`src/rtl/flash_loader_pkg.sv`:
```
// Shared definitions for the flash-to-memory copy engine: state encoding,
// flash address width and the default busy-handshake timeout.
package flash_loader_pkg;

    localparam int FLASH_AW        = 24;
    localparam int TMO_CYC_DEFAULT = 63;

    typedef enum logic [2:0] {
        IDLE,
        WAIT_RDY,
        REQ,
        XFER,
        WRITE,
        NEXT,
        DONE
    } state_t;

endpackage

```
`src/rtl/flash_loader.sv`:
```
// Boot-time bulk copier: reads bytes one at a time from the DSPI flash reader
// and writes them to a memory write port. Optional checksum: FLASH_LOADER_CHKSUM_EN.
module flash_loader
    import flash_loader_pkg::*;
#(
    parameter int LEN_W   = 16,
    parameter int DST_W   = 22,
    parameter int TMO_CYC = TMO_CYC_DEFAULT
) (
    input  logic                clk,
    input  logic                reset,
    input  logic                start,
    input  logic [23:0]         src_addr,
    input  logic [DST_W-1:0]    dst_addr,
    input  logic [LEN_W-1:0]    length,
    input  logic                flash_ready,
    input  logic                flash_busy,
    input  logic [7:0]          flash_dout,
    output logic                flash_cs,
    output logic [23:0]         flash_addr,
    output logic [DST_W-1:0]    mem_addr,
    output logic [7:0]          mem_data,
    output logic                mem_we,
    input  logic                mem_wait,
    output logic                active,
    output logic                done,
    output logic                error,
`ifdef FLASH_LOADER_CHKSUM_EN
    output logic [15:0]         checksum,
`endif
    output logic [LEN_W-1:0]    remaining
);

    localparam int TMO_W = $clog2(TMO_CYC + 1);

    // Handshakes: flash_cs is a request level held until flash_busy is seen
    // (the flash only acts on its rising edge); flash_dout is valid in the
    // cycle flash_busy falls. mem_we is a one-cycle strobe, never raised
    // in a cycle that follows mem_wait=1.
    state_t           state;
    logic [TMO_W-1:0] tmo_cnt;

    always_ff @(posedge clk) begin
        if (reset) begin
            state      <= IDLE;
            tmo_cnt    <= '0;
            flash_cs   <= 1'b0;
            flash_addr <= '0;
            mem_addr   <= '0;
            mem_data   <= '0;
            mem_we     <= 1'b0;
            active     <= 1'b0;
            done       <= 1'b0;
            error      <= 1'b0;
            remaining  <= '0;
`ifdef FLASH_LOADER_CHKSUM_EN
            checksum   <= '0;
`endif
        end else begin
            done   <= 1'b0;
            mem_we <= 1'b0;
`ifdef FLASH_LOADER_CHKSUM_EN
            if (mem_we)
                checksum <= checksum + {8'h00, mem_data};
`endif
            case (state)
                IDLE: begin
                    if (start) begin
                        flash_addr <= src_addr;
                        mem_addr   <= dst_addr;
                        remaining  <= length;
                        error      <= 1'b0;
                        active     <= 1'b1;
`ifdef FLASH_LOADER_CHKSUM_EN
                        checksum   <= '0;
`endif
                        state      <= (length == '0) ? DONE : WAIT_RDY;
                    end
                end
                WAIT_RDY: begin
                    if (flash_ready && !flash_busy) begin
                        tmo_cnt <= '0;
                        state   <= REQ;
                    end
                end
                REQ: begin
                    // cs rises one cycle into REQ, so it is high for TMO_CYC cycles before giving up
                    if (flash_busy) begin
                        flash_cs <= 1'b0;
                        state    <= XFER;
                    end else if (tmo_cnt == TMO_W'(TMO_CYC)) begin
                        flash_cs <= 1'b0;
                        error    <= 1'b1;
                        state    <= DONE;
                    end else begin
                        flash_cs <= 1'b1;
                        tmo_cnt  <= tmo_cnt + 1'b1;
                    end
                end
                XFER: begin
                    if (!flash_busy) begin
                        mem_data <= flash_dout;
                        state    <= WRITE;
                    end
                end
                WRITE: begin
                    if (!mem_wait) begin
                        mem_we <= 1'b1;
                        state  <= NEXT;
                    end
                end
                NEXT: begin
                    flash_addr <= flash_addr + 24'd1;
                    mem_addr   <= mem_addr + DST_W'(1);
                    remaining  <= remaining - LEN_W'(1);
                    tmo_cnt    <= '0;
                    state      <= (remaining == LEN_W'(1)) ? DONE : REQ;
                end
                DONE: begin
                    done   <= 1'b1;
                    active <= 1'b0;
                    state  <= IDLE;
                end
                default: state <= IDLE;
            endcase
        end
    end

endmodule
```
`config.mk`:
```
export PLATFORM = sky130hd
export DESIGN_NAME = flash_loader
export DESIGN_NICKNAME = d
export VERILOG_FILES = /design/src/rtl/flash_loader_pkg.sv /design/src/rtl/flash_loader.sv
export SDC_FILE = /design/constraint.sdc
export NUM_CORES = 1
export LEC_CHECK = 0
export ABC_CLOCK_PERIOD_IN_PS = 2600
export CAP_MARGIN = 0
export CORE_UTILIZATION = 39
export CTS_CLUSTER_SIZE = 10
export DETAILED_ROUTE_END_ITERATION = 10
export PLACE_DENSITY = 0.76
export SLEW_MARGIN = 10
export SYNTH_ARGS = -nofsm -noshare
export SYNTH_HDL_FRONTEND = slang
export SYNTH_SLANG_ARGS = --single-unit
```
`constraint.sdc`:
```
create_clock -name clk -period 2.6 [get_ports clk]
set_input_delay 0.52 -clock clk [delete_from_list [all_inputs] [get_ports clk]]
set_output_delay 0.52 -clock clk [all_outputs]
set_load 0.05 [all_outputs]
```
Yosys cells after proc, flatten, opt, wreduce, memory -nomap -nowiden

Cells that the tools add are included.

Bits in registers: 84
Word-level logic and storage cells: 77
Bits of input ports: 76

Add/subtract/negate cells: 4
Eq/ne operators: 16
Multiplexer cells: 29
Bitwise gates (word level): 2
Reduce and logical (&&, ||, !) cells: 15

Operators with widths:

| operator                                              | count |
|---|---|
| case mux 24 bit (2 select lines)                      | 1 |
| case mux 22 bit (2 select lines)                      | 1 |
| case mux 16 bit (2 select lines)                      | 1 |
| adder 24 x 1 -> 24 bit (second input constant)        | 1 |
| two-way mux 24 bit                                    | 1 |
| two-way mux 3 bit                                     | 8 |
| adder 22 x 1 -> 22 bit (second input constant)        | 1 |
| two-way mux 22 bit                                    | 1 |
| two-way mux 6 bit                                     | 3 |
| case mux 3 bit (6 select lines)                       | 1 |
| case mux 6 bit (3 select lines)                       | 1 |
| equality test 16 x 1 -> 1 bit (second input constant) | 1 |
| zero test 16 bit                                      | 1 |
| two-way mux 16 bit                                    | 1 |
| subtractor 16 x 1 -> 16 bit (second input constant)   | 1 |
| != test 2 bit (second input constant)                 | 7 |
| equality test 3 bit (second input constant)           | 3 |
| two-way mux 1 bit                                     | 8 |
| AND reduction 4 bit                                   | 2 |
| adder 6 x 1 -> 6 bit (second input constant)          | 1 |
| equality test 3 x 2 -> 1 bit (second input constant)  | 2 |
| equality test 6 bit (second input constant)           | 1 |
| AND reduction 2 bit                                   | 3 |
| nonzero test 2 bit                                    | 3 |
| other kinds (10)                                      | 12 |

Depth between registers and ports, before layout

Gate-level depths: netlist (run 1).

Depth in word-level cells: 4
Mapped depth: 8

Least setup slack after synthesis (run 1)

Ideal clock, no wire load.

Kind: register to register
Start point: reg mem_addr[0]
End point: reg mem_addr[14]
Period minus slack after synthesis: 2258 ps
Setup slack: 342 ps
Arrival: 2188 ps
Setup time: 70 ps
Required time: 2530 ps
Stages on the path, launching flop included: 7
Path through: dfxtp_1 -> ha_1 -> nand3_1 -> or3_4 -> nor2_2 -> mux2_2 -> a21oi_1

Longest elaborated chain between the ends: 2

RTL lines:

| what                             | line                | source |
|---|---|---|
| start, declared                  | flash_loader.sv:21  | `output logic [DST_W-1:0] mem_addr,` |
| start signal, assigned           | flash_loader.sv:70  | `mem_addr <= dst_addr;` |
| start signal, assigned           | flash_loader.sv:114 | `mem_addr <= mem_addr + DST_W'(1);` |
| adder 22 x 1 -> 22 bit           | flash_loader.sv:114 |  |
| case mux 22 bit (2 select lines) | flash_loader.sv:66  | `case (state)` |

No other way between the ends.
A chain may end at the register's enable or synchronous reset.

Worst setup path in the final report (run 1)

Start point: reg flash_addr[5]
End point: out flash_addr[5]

RTL lines:

| what                   | line                | source |
|---|---|---|
| start, declared        | flash_loader.sv:20  | `output logic [23:0] flash_addr,` |
| start signal, assigned | flash_loader.sv:69  | `flash_addr <= src_addr;` |
| start signal, assigned | flash_loader.sv:113 | `flash_addr <= flash_addr + 24'd1;` |

No word-level cell between the ends.

==> results of run 1 <==
[power by group]
part           leakage (nW)  total (W)  internal, W  switching, W
logic                  1.41    0.00261     0.000942       0.00167
clock network         0.142    0.00131     0.000798      0.000516
registers             0.688    0.00186      0.00154      0.000321
[sequential cells by signal, summed over array words and instances (netlist names)]
name / flops
done: 1
flash_addr: 24
error: 1
flash_cs: 1
mem_we: 1
state: 3
tmo_cnt: 6
active: 1
mem_addr: 22
remaining: 16
mem_data: 8
[Yosys cell counts, types with 3 or more instances]
library cell  number  share of area
dfxtp_1           84           0.38
nand2_1           66          0.056
nor2_1            63          0.053
a21oi_1           28          0.032
a31oi_1           28          0.039
o21ai_0           22          0.025
clkbuf_1          21          0.018
nand3_1           17          0.019
nand4_1           16          0.023
nor3_1            16          0.018
o211ai_1          13          0.022
inv_1             12          0.010
or3_1             11          0.016
mux2i_1           10          0.023
buf_2              9          0.010
a311oi_1           8          0.016
nor4_1             8          0.011
a211oi_1           7          0.012
and3_1             7         0.0099
a221oi_1           6          0.012
and2_1             5         0.0071
and4_1             5         0.0099
ha_1               5          0.014
o311ai_0           5         0.0099
a21o_1             4         0.0068
mux2_2             4          0.010
or4_1              4         0.0068
xor2_1             4         0.0079
nand2b_1           3         0.0042
nand3b_1           3         0.0051
[routing by layer]
metal / GRT usage / vias up / part of all wire
li1: - / 2332 / -
met5: 0 / - / 0
met4: 0.113 / 0 / 0.026
met1: 0.292 / 2267 / 0.43
met3: 0.0538 / 37 / 0.076
met2: 0.376 / 223 / 0.47
[area by class of cell]
| type | instances | area share |
|---|---|---|
| clock inverter | 3 | 0.00707 |
| tap | 140 | 0.0275 |
| clock buffer | 13 | 0.0409 |
| inverter | 12 | 0.00707 |
| multi-input combinational | 416 | 0.401 |
| sequential | 84 | 0.264 |
| timing repair buffer | 163 | 0.252 |
[metrics by stage]
stage	worst slack, ps	std cells
2_1_floorplan	342	547
3_3_place_gp	226	815
3_5_place_dp	200	815
4_1_cts	371	831
5_1_grt	322	831
6_report	382	831
[cells by family after synthesis]
logic type | Yosys count | share of synthesized area
DFF | 84 | 0.379
muxes | 14 | 0.0327
and+or+nand+nor | 246 | 0.290
buffers and inverters | 47 | 0.0468
xor gates and xnor gates | 5 | 0.00987
adders and majority gates | 5 | 0.0141
AOI/OAI and AO/OA | 146 | 0.227
[final timing paths]
| kind | start | end | slack [ps] | depth (start not counted) |
|---|---|---|---|---|
| worst min register to register | active | active | 480 | 2 |
| worst max-delay path | flash_addr[5] | flash_addr[5] | 380 | 1 |
| worst max register to register | mem_addr[0] | mem_addr[14] | 480 | 6 |
| worst min-delay path | active | active | 480 | 2 |
[layout by cell type, fill, tap and decap left out, types with 4 or more instances in the layout]
cell	count
mux2i_1	10
ha_1	5
clkdlybuf4s50_1	149
buf_4	12
a311oi_1	8
and2_1	5
a221oi_1	6
or4_1	4
o21ai_0	22
xor2_1	4
and4_1	5
a21oi_1	28
a21o_1	4
nor3_1	16
a31oi_1	28
nand2_1	66
or3_1	11
and3_1	7
o311ai_0	5
nand3_1	17
dfxtp_1	84
a211oi_1	7
o211ai_1	13
nor4_1	8
nor2_1	63
clkbuf_16	9
inv_1	12
mux2_2	4
nand4_1	16
==> metrics.log, run 1 <==
INFO  metric utilization = 0.580
INFO  metric clock_latency = 330 ps
INFO  metric share_of_final_layout_standard_cells_stronger_than_drive_strength_1 = 0.0724
INFO  metric place.gp.congestion = 0.884
INFO  metric power_leakage = 2.24 nW
INFO  metric row_count = 38
INFO  metric post-route-cell-area = 6370 um^2
INFO  metric die_w = 109 um
INFO  metric first_iter_violations = 352
INFO  metric finalNetCount = 767
INFO  metric fin_tns_setup = 0 ps
INFO  metric h-tree-depth = 3
INFO  metric num_antenna_cells = 0
INFO  metric finalHoldViolCount = 0
INFO  metric placed_cell_area = slightly above 6000 um^2
INFO  metric io_buffers = 150
INFO  metric remaining_drc_errors = 0
INFO  metric critPathArrivalTime = 1700 ps
INFO  metric critPathMaxStageDelay = 870 ps
INFO  metric seq_area_frac_synth = 0.379
INFO  metric cts.repair_timing.setup_buffer_count = 0
INFO  metric wirelength = 13600 um
INFO  metric vias_cell = between 5 and 6
INFO  metric power-per-cell-area = between 900 and 1000 nW/um^2
INFO  metric crit_required = ~2100 ps
INFO  metric grt_start_max_net_pins = between 70 and 80
INFO  metric chipHeight = 109 um
INFO  metric vdd_ir_drop_max = 0.435 mV
INFO  metric class_of_the_most_critical_setup_path = register to output pin
INFO  metric drt_first_pass_iters = 5
INFO  metric clock_skew = 7.57 ps
INFO  metric tritoncts.num_buffers = 9
INFO  metric worst_setup_hold_path_clk_slew = 60 ps
INFO  metric cpMaxStageDelayCell = clkdlybuf4s50_1
INFO  metric crit_buf_inv = 1
INFO  metric area_growth_syn_to_layout = 43.6%
INFO  metric sequential_cell_area = 1680 um^2
INFO  metric root_buffer = clkbuf_16
INFO  metric io_pins = 151
INFO  metric synthesis.yosys.warnings = 0
INFO  metric route.vias.total = approximately 4900
INFO  metric maxSlewHeadroom = 0.387
INFO  metric multiInputGateArea = 2550 um^2
INFO  metric synthesis.instances = 547
INFO  metric mean_cell_area_of_the_mapped_netlist = 8.11 um^2
INFO  metric worst_hold_slack = 480 ps
INFO  metric report.final.setup_viol = 0
INFO  metric maxClockFrequency = roughly 450 MHz
INFO  metric postSynth.topFlopCell = dfxtp_1
INFO  metric wl_per_cell = 16.4 um
INFO  metric drtAntennaViolNets = 0
INFO  metric design.die.area = 11800 um^2
INFO  metric syn-cell-area = 4440 um^2
INFO  metric number_of_flops_mapped_to_enable_cells_by_yosys = 0
INFO  metric postSynthNetCount = 628
INFO  metric fin_crit = 2220 ps
INFO  metric rsz0062_at_grt = no
INFO  metric cts.sinks = 84
INFO  metric grt_first_pass_wirelength = 21800 um
INFO  metric postSynthRegisterBits = 84
INFO  metric cts_resized = 0
INFO  metric cts_hold_buffers = 0
INFO  metric asyncSetResetFlopFracSynth = 0
INFO  metric critPathCaptureType = output pin
INFO  metric antenna_found_initial = 0
INFO  metric overflow = 0
INFO  metric final.period_utilization = 0.853
INFO  metric final.fill_count = 997
INFO  metric crit_chain = clkdlybuf4s50_1
INFO  metric dpl.hpwl = 9570 um
INFO  metric netlist-cell-type-count = 70
INFO  metric critical-path-top-delay-family = buffers and inverters
INFO  metric status = finished, final reports clean
INFO  metric grtUsageTotal = 0.233
INFO  metric fin_total_pwr = 0.00579 W
INFO  metric cts_tree = yes
INFO  metric floorplan.initialDensity = 0.404
INFO  metric cts-root-to-sink-buffers = 2
INFO  metric worstPathMaxFanout = 9
INFO  metric grt_pass1_vias = 4618
INFO  metric timing.hold.worst.class = register to register
INFO  metric worst_setup_path_start_kind = register
INFO  metric timing_worst_slew_pin_value = slightly above 900 ps
INFO  metric std_cell_core_area = 11000 um^2
INFO  metric cap_viol_max_count = 0
INFO  metric timing.final.max_slew_violations = 0
No activity file was read; power rests on OpenSTA's default activity.
==> run 2: changes to the inputs <==
Settings changed: GPL_TIMING_DRIVEN from default to 0.
==> run 2 against run 1 <==
Effect of this change:
- routed wire length grew 16%
- power grew 4.2%
- non-clock buffer count grew 21
- critical path type is now primary input to register
- largest cell class unchanged
==> metrics.log, run 2 (synthesized netlist as in run 1, its figures left out) <==
INFO  metric status = finished, final reports clean
INFO  metric cts_hold_buffers = 0 (unchanged)
INFO  metric commonest_non_fill_non_tap_cell_in_the_layout = clkdlybuf4s50_1
INFO  metric timing.final.max_slew_violations = 0 (unchanged)
INFO  metric grt_first_pass_wirelength = 23500 um (+7.9%)
INFO  metric startpoint = start
INFO  metric tritoncts.num_buffers = 9 (unchanged)
INFO  metric power_leakage = 2.27 nW (+1.1%)
INFO  metric io_pins = 151 (unchanged)
INFO  metric drt_first_pass_iters = 6 (+1)
INFO  metric worst_setup_path_start_kind = primary input
INFO  metric power-per-cell-area = 939 nW/um^2 (+3.4%)
INFO  metric timing.hold.worst.class = register to register
INFO  metric fin_crit = 2310 ps (+92.9 ps)
INFO  metric cap_viol_max_count = 0 (unchanged)
INFO  metric worst_setup_hold_path_clk_slew = 60 ps (about the same)
INFO  metric final.fill_count = 968 (-2.9%)
INFO  metric route.vias.total = 5071 (+4.4%)
INFO  metric h-tree-depth = 3 (unchanged)
INFO  metric share_of_final_layout_standard_cells_stronger_than_drive_strength_1 = 0.0702 (-0.00213)
INFO  metric cts_tree = yes
INFO  metric highest_count_cells_in_the_layout_ignoring_fill_and_taps = clkdlybuf4s50_1, dfxtp_1, nand2_1, nor2_1
INFO  metric class_of_the_most_critical_setup_path = primary input to register
INFO  metric critPathArrivalTime = 2570 ps (+870 ps)
INFO  metric place.gp.congestion = 0.895 (+1.2%)
INFO  metric drtAntennaViolNets = 0 (unchanged)
INFO  metric clock_skew = 6.72 ps (-0.857 ps)
INFO  metric largest_reg_by_ff_count = flash_addr
INFO  metric std_cell_core_area = 11000 um^2 (unchanged)
INFO  metric area_growth_syn_to_layout = 44.7%
INFO  metric final.period_utilization = 0.889 (+0.0357)
INFO  metric timing_worst_slew_pin_value = 787 ps (-128 ps)
INFO  metric report.final.setup_viol = 0 (unchanged)
INFO  metric cts-root-to-sink-buffers = 2 (unchanged)
INFO  metric first_iter_violations = 350 (-0.57%)
INFO  metric grt_start_max_net_pins = 14 (-81%)
INFO  metric die_w = 109 um (unchanged)
INFO  metric clock_latency = 340 ps (about the same)
INFO  metric design.die.area = 11800 um^2 (unchanged)
INFO  metric row_count = 38 (unchanged)
INFO  metric crit_required = 2860 ps (+780 ps)
INFO  metric crit-reg2reg-launch = state[0]
INFO  metric chipHeight = 109 um (unchanged)
INFO  metric overflow = 0 (unchanged)
INFO  metric antenna_found_initial = 0 (unchanged)
INFO  metric vdd_ir_drop_max = 0.467 mV (+7.3%)
INFO  metric final-instance-count-excl-fill = 852 (+2.5%)
INFO  metric cts.repair_timing.setup_buffer_count = 0 (unchanged)
INFO  metric largest_registers = flash_addr x24, mem_addr x22, remaining x16
INFO  metric worstPathMaxFanout = 10 (+1)
INFO  metric io_buffers = 149 (-0.67%)
INFO  metric maxSlewHeadroom = 0.475 (+0.0877)
INFO  metric utilization = 0.585 (+0.00467)
INFO  metric remaining_drc_errors = 0 (unchanged)
INFO  metric rsz0062_at_grt = no
INFO  metric cts_resized = 0 (unchanged)
INFO  metric place.detailed.instances = 836 (+2.6%)
INFO  metric grtUsageTotal = 0.260 (+0.0275)
INFO  metric dpl.hpwl = 11300 um (+18%)
INFO  metric cts.sinks = 84 (unchanged)
INFO  metric finalNetCount = 788 (+2.7%)
INFO  metric maxClockFrequency = 433 MHz (-4.0%)
INFO  metric largest_reg_flops = 24 (unchanged)
INFO  metric hold_path_startpoint = mem_data[5]
INFO  metric num_antenna_cells = 0 (unchanged)
INFO  metric root_buffer = clkbuf_16
INFO  metric vias_cell = 5.95 (+1.8%)
INFO  metric finalHoldViolCount = 0 (unchanged)
INFO  metric floorplan.initialDensity = 0.404 (unchanged)
INFO  metric grt_pass1_vias = 4660 (+0.91%)
INFO  metric wl_per_cell = 18.5 um (+13%)
INFO  metric wirelength = 15800 um (+16%)
INFO  metric critPathCaptureType = register
==> run 2: changes by cell type in the layout (fill, tap and decap cells not counted), moves of 2 or more <==
cell        before  now
buf_6            0    2
clkinv_2         0    3
buf_2            1    9
clkinvlp_4       2    0
clkbuf_1         2   22
buf_4           12    1
==> run 2: layout make-up <==
cell class | instances | area, um^2 | share of cell area
flip-flops and latches | 84 | 1680 | 0.262
inverters | 12 | 45.0 | 0.00702
multi-input cells | 416 | 2550 | 0.397
plain buffers | 35 | 163 | 0.0253
clock buffers | 11 | 243 | 0.0378
well taps | 140 | 175 | 0.0273
repair buffers | 149 | 1490 | 0.232
clock inverters | 5 | 75.1 | 0.0117
==> run 2: worst max-delay path, stage by stage <==
cell,delay [ps]
clkdlybuf4s50_1,530
nor4b_2,540
buf_2,370
buf_2,350
nand2_1,110
a31oi_1,130
==> run 2: report_power, final <==
| part | switching [W] | internal (W) | leakage (nW) |
|---|---|---|---|
| logic | 0.00182 | 0.000960 | 1.42 |
| clock network | 0.000534 | 0.000864 | 0.159 |
| registers | 0.000315 | 0.00154 | 0.688 |
| total | 0.00267 | 0.00336 | 2.27 |
==> run 2: worst paths after layout <==
| path | to | slack (ps) | cells past startpoint |
|---|---|---|---|
| setup / recovery | flash_addr[21] | 290 | 6 |
| hold reg to reg | mem_data[5] | 500 | 2 |
| setup reg to reg | flash_addr[21] | 410 | 6 |
| hold / removal | mem_data[5] | 500 | 2 |
==> run 2: per-stage QoR <==
stage	hold slack, ps	cell area (um^2)	power [W]	setup TNS [ps]	setup WS [ps]
after floorplan	479	4440	0.00360	0	342
after global placement	475	6100	0.00456	-13.2	-13.2
after detailed placement	486	6100	0.00461	0	22.2
after CTS	495	6420	0.00599	0	366
after global routing	510	6420	0.00624	0	176
final	497	6420	0.00603	0	289
==> run 2: metal layers <==
metal  part of all wire  vias up  GRT usage  wire (um)
met1               0.40     2369      0.320       6380
li1                   -     2373          -          -
met2               0.48      292      0.434       7530
met5                  0        -          0          0
met3              0.096       37     0.0681       1520
met4              0.021        0      0.102        339
==> run 3: changes to the inputs <==
Settings changed: CORE_MARGIN from default to 1, REMOVE_ABC_BUFFERS from default to 1.
==> run 3 against run 2 <==
Effect of this change:
- register-to-register slack worse by 220 ps
- clock power hardly changed
- power is 2.7% lower
- cell area is 1.4% lower
- maximum frequency is 4.2% lower
- routed wire length is 15% lower
- via count is 6.0% lower
- sequential share of layout area is 0.41 points higher
- setup slack worse by 100 ps
- clock-buffer cell count is 2 lower
- critical path type is now register to register
- critical endpoint is now mem_addr[18]
==> metrics.log, run 3 (synthesized netlist as in run 1, its figures left out) <==
INFO  metric status = finished, final reports clean
INFO  metric cts-root-to-sink-buffers = 2 (unchanged)
INFO  metric crit_required = 2850 ps (about the same)
INFO  metric cts_tree = yes
INFO  metric design.die.area = 11800 um^2 (unchanged)
INFO  metric io_buffers = 150 (+0.67%)
INFO  metric vias_cell = 5.80 (-2.6%)
INFO  metric row_count = 38 (unchanged)
INFO  metric cts.sinks = 84 (unchanged)
INFO  metric root_buffer = clkbuf_16
INFO  metric worst_setup_hold_path_clk_slew = 60 ps (about the same)
INFO  metric finalNetCount = 758 (-3.8%)
INFO  metric std_cell_core_area = 11000 um^2 (unchanged)
INFO  metric report.final.setup_viol = 0 (unchanged)
INFO  metric grt_first_pass_wirelength = 21100 um (-10%)
INFO  metric tritoncts.num_buffers = 9 (unchanged)
INFO  metric critPathCaptureType = register
INFO  metric area_growth_syn_to_layout = 42.7%
INFO  metric h-tree-depth = 3 (unchanged)
INFO  metric largest_reg_by_ff_count = flash_addr
INFO  metric timing.final.max_slew_violations = 0 (unchanged)
INFO  metric io_pins = 151 (unchanged)
INFO  metric critPathMaxStageDelay = 740 ps (+200 ps)
INFO  metric clock_latency = 340 ps (about the same)
INFO  metric finalHoldViolCount = 0 (unchanged)
INFO  metric commonest_non_fill_non_tap_cell_in_the_layout = clkdlybuf4s50_1
INFO  metric drt_first_pass_iters = 4 (-2)
INFO  metric timing.hold.worst.class = register to register
INFO  metric cpMaxStageDelayCell = nor2_1
INFO  metric route.vias.total = 4766 (-6.0%)
INFO  metric hold_path_startpoint = active
INFO  metric rsz0062_at_grt = no
INFO  metric worst_hold_slack = 483 ps (-14.4 ps)
INFO  metric first_iter_violations = 306 (-13%)
INFO  metric regToRegEndpoint = mem_addr[18]
INFO  metric dpl.hpwl = 9160 um (-19%)
INFO  metric fin_tns_setup = 0 ps (unchanged)
INFO  metric wl_per_cell = 16.2 um (-12%)
INFO  metric timing_worst_slew_pin_value = 950 ps (+162 ps)
INFO  metric chipHeight = 109 um (unchanged)
INFO  metric crit_chain = nor4b_4 > buf_6 > buf_6 > nor2_1 > o21ai_0 > a31oi_1
INFO  metric path_common_cell = buf_6
INFO  metric floorplan.initialDensity = 0.404 (unchanged)
INFO  metric worstPathMaxFanout = 19 (+9)
INFO  metric place.detailed.instances = 805 (-3.7%)
INFO  metric highest_count_cells_in_the_layout_ignoring_fill_and_taps = clkdlybuf4s50_1, dfxtp_1, nand2_1, nor2_1
INFO  metric class_of_the_most_critical_setup_path = register to register
INFO  metric num_antenna_cells = 0 (unchanged)
INFO  metric cap_viol_max_count = 0 (unchanged)
INFO  metric drtAntennaViolNets = 0 (unchanged)
INFO  metric place.gp.congestion = 0.856 (-4.4%)
INFO  metric critPathArrivalTime = 2670 ps (+100 ps)
INFO  metric power-per-cell-area = 927 nW/um^2 (-1.3%)
INFO  metric die_w = 109 um (unchanged)
INFO  metric grt_start_max_net_pins = 74 (+60)
INFO  metric overflow = 0 (unchanged)
INFO  metric reg2regPathDepth = 6 (unchanged)
INFO  metric post-route-cell-area = 6330 um^2 (-1.4%)
INFO  metric final.fill_count = 1009 (+4.2%)
INFO  metric whs_path_depth = 2 (unchanged)
INFO  metric crit-reg2reg-launch = state[1]
INFO  metric grt_pass1_vias = 4415 (-5.3%)
INFO  metric final-instance-count-excl-fill = 822 (-3.5%)
INFO  metric antenna_found_initial = 0 (unchanged)
INFO  metric share_of_final_layout_standard_cells_stronger_than_drive_strength_1 = 0.0689 (-0.00131)
INFO  metric maxClockFrequency = 415 MHz (-4.2%)
INFO  metric final.period_utilization = 0.928 (+0.0392)
INFO  metric largest_reg_flops = 24 (unchanged)
INFO  metric placed_cell_area = 5990 um^2 (-1.8%)
INFO  metric cts_hold_buffers = 0 (unchanged)
INFO  metric largest_registers = flash_addr x24, mem_addr x22, remaining x16
INFO  metric power_leakage = 2.21 nW (-2.6%)
INFO  metric reg2reg_setup_slack = 190 ps (-220 ps)
INFO  metric whs_endpoint = active
INFO  metric remaining_drc_errors = 0 (unchanged)
INFO  metric fin_crit = 2410 ps (+102 ps)
INFO  metric vdd_ir_drop_max = 0.481 mV (+2.8%)
INFO  metric worst_setup_path_start_kind = register
INFO  metric maxSlewHeadroom = 0.364 (-0.111)
INFO  metric fin_total_pwr = 0.00587 W (-2.7%)
INFO  metric clock_skew = 8.70 ps (+1.99 ps)
INFO  metric wirelength = 13300 um (-15%)
INFO  metric grtUsageTotal = 0.226 (-0.0347)
## run 3: cell types whose count changed in the layout (fill, tap and decap cells not counted), moves of 2 or more
| cell | delta |
|---|---|
| clkinv_2 | -3 |
| buf_2 | -9 |
| dfxtp_1 | -2 |
| clkbuf_1 | -22 |
| dfxtp_2 | +2 |
| clkinvlp_4 | +3 |
## run 3: per-layer routing
layer | GRT usage | part of all wire | vias to the layer above
li1 | - | - | 2309
met4 | 0.0772 | 0.014 | 0
met2 | 0.385 | 0.49 | 153
met5 | 0 | 0 | -
met1 | 0.283 | 0.44 | 2289
met3 | 0.0442 | 0.059 | 15
## run 3: power breakdown
group,total (W),switching (W),internal (W)
registers,0.00191,0.000365,0.00154
clock network,0.00140,0.000549,0.000846
logic,0.00257,0.00162,0.000943
## run 3: worst max path at each step
stage | from | to | slack, ps | cells after the start
floorplan | state[0] | flash_addr[8] | -1630 | 5
global placement | start | flash_addr[8] | -4670 | 6
detailed placement | start | flash_addr[8] | -510 | 8
CTS | state[0] | mem_addr[14] | 70 | 5
global route | state[1] | flash_addr[21] | 0.5 | 6
finish | state[1] | mem_addr[18] | 190 | 6
## run 3: repair_timing
item                                    CTS  global route
buffers inserted                          1             0
pin swaps                                 0             1
endpoints found under the setup margin   12             9
resized for setup                         2             2
## run 3: critical path, delay by kind of cell (launching register included)
kind	cells	cell delay [ps]
AOI/OAI and AO/OA	2	410
and+or+nand+nor	2	850
buffers and inverters	2	360
DFF	1	690
## run 3: final cells by class
cell class / instances / area, um^2 / share of cell area
clock inverter: 7 / 100 / 0.0158
inverter: 12 / 45.0 / 0.00711
timing repair buffer: 154 / 1540 / 0.243
tap: 140 / 175 / 0.0277
sequential: 84 / 1680 / 0.266
multi-input combinational: 416 / 2560 / 0.405
clock buffer: 9 / 225 / 0.0356
## run 3: per-stage QoR
step | utilization | setup slack [ps]
after global routing | 0.576 | 0.545
final | 0.576 | 188
after detailed placement | 0.545 | -512
after CTS | 0.576 | 68.9
after global placement | 0.542 | -4670
after floorplan | - | -1630
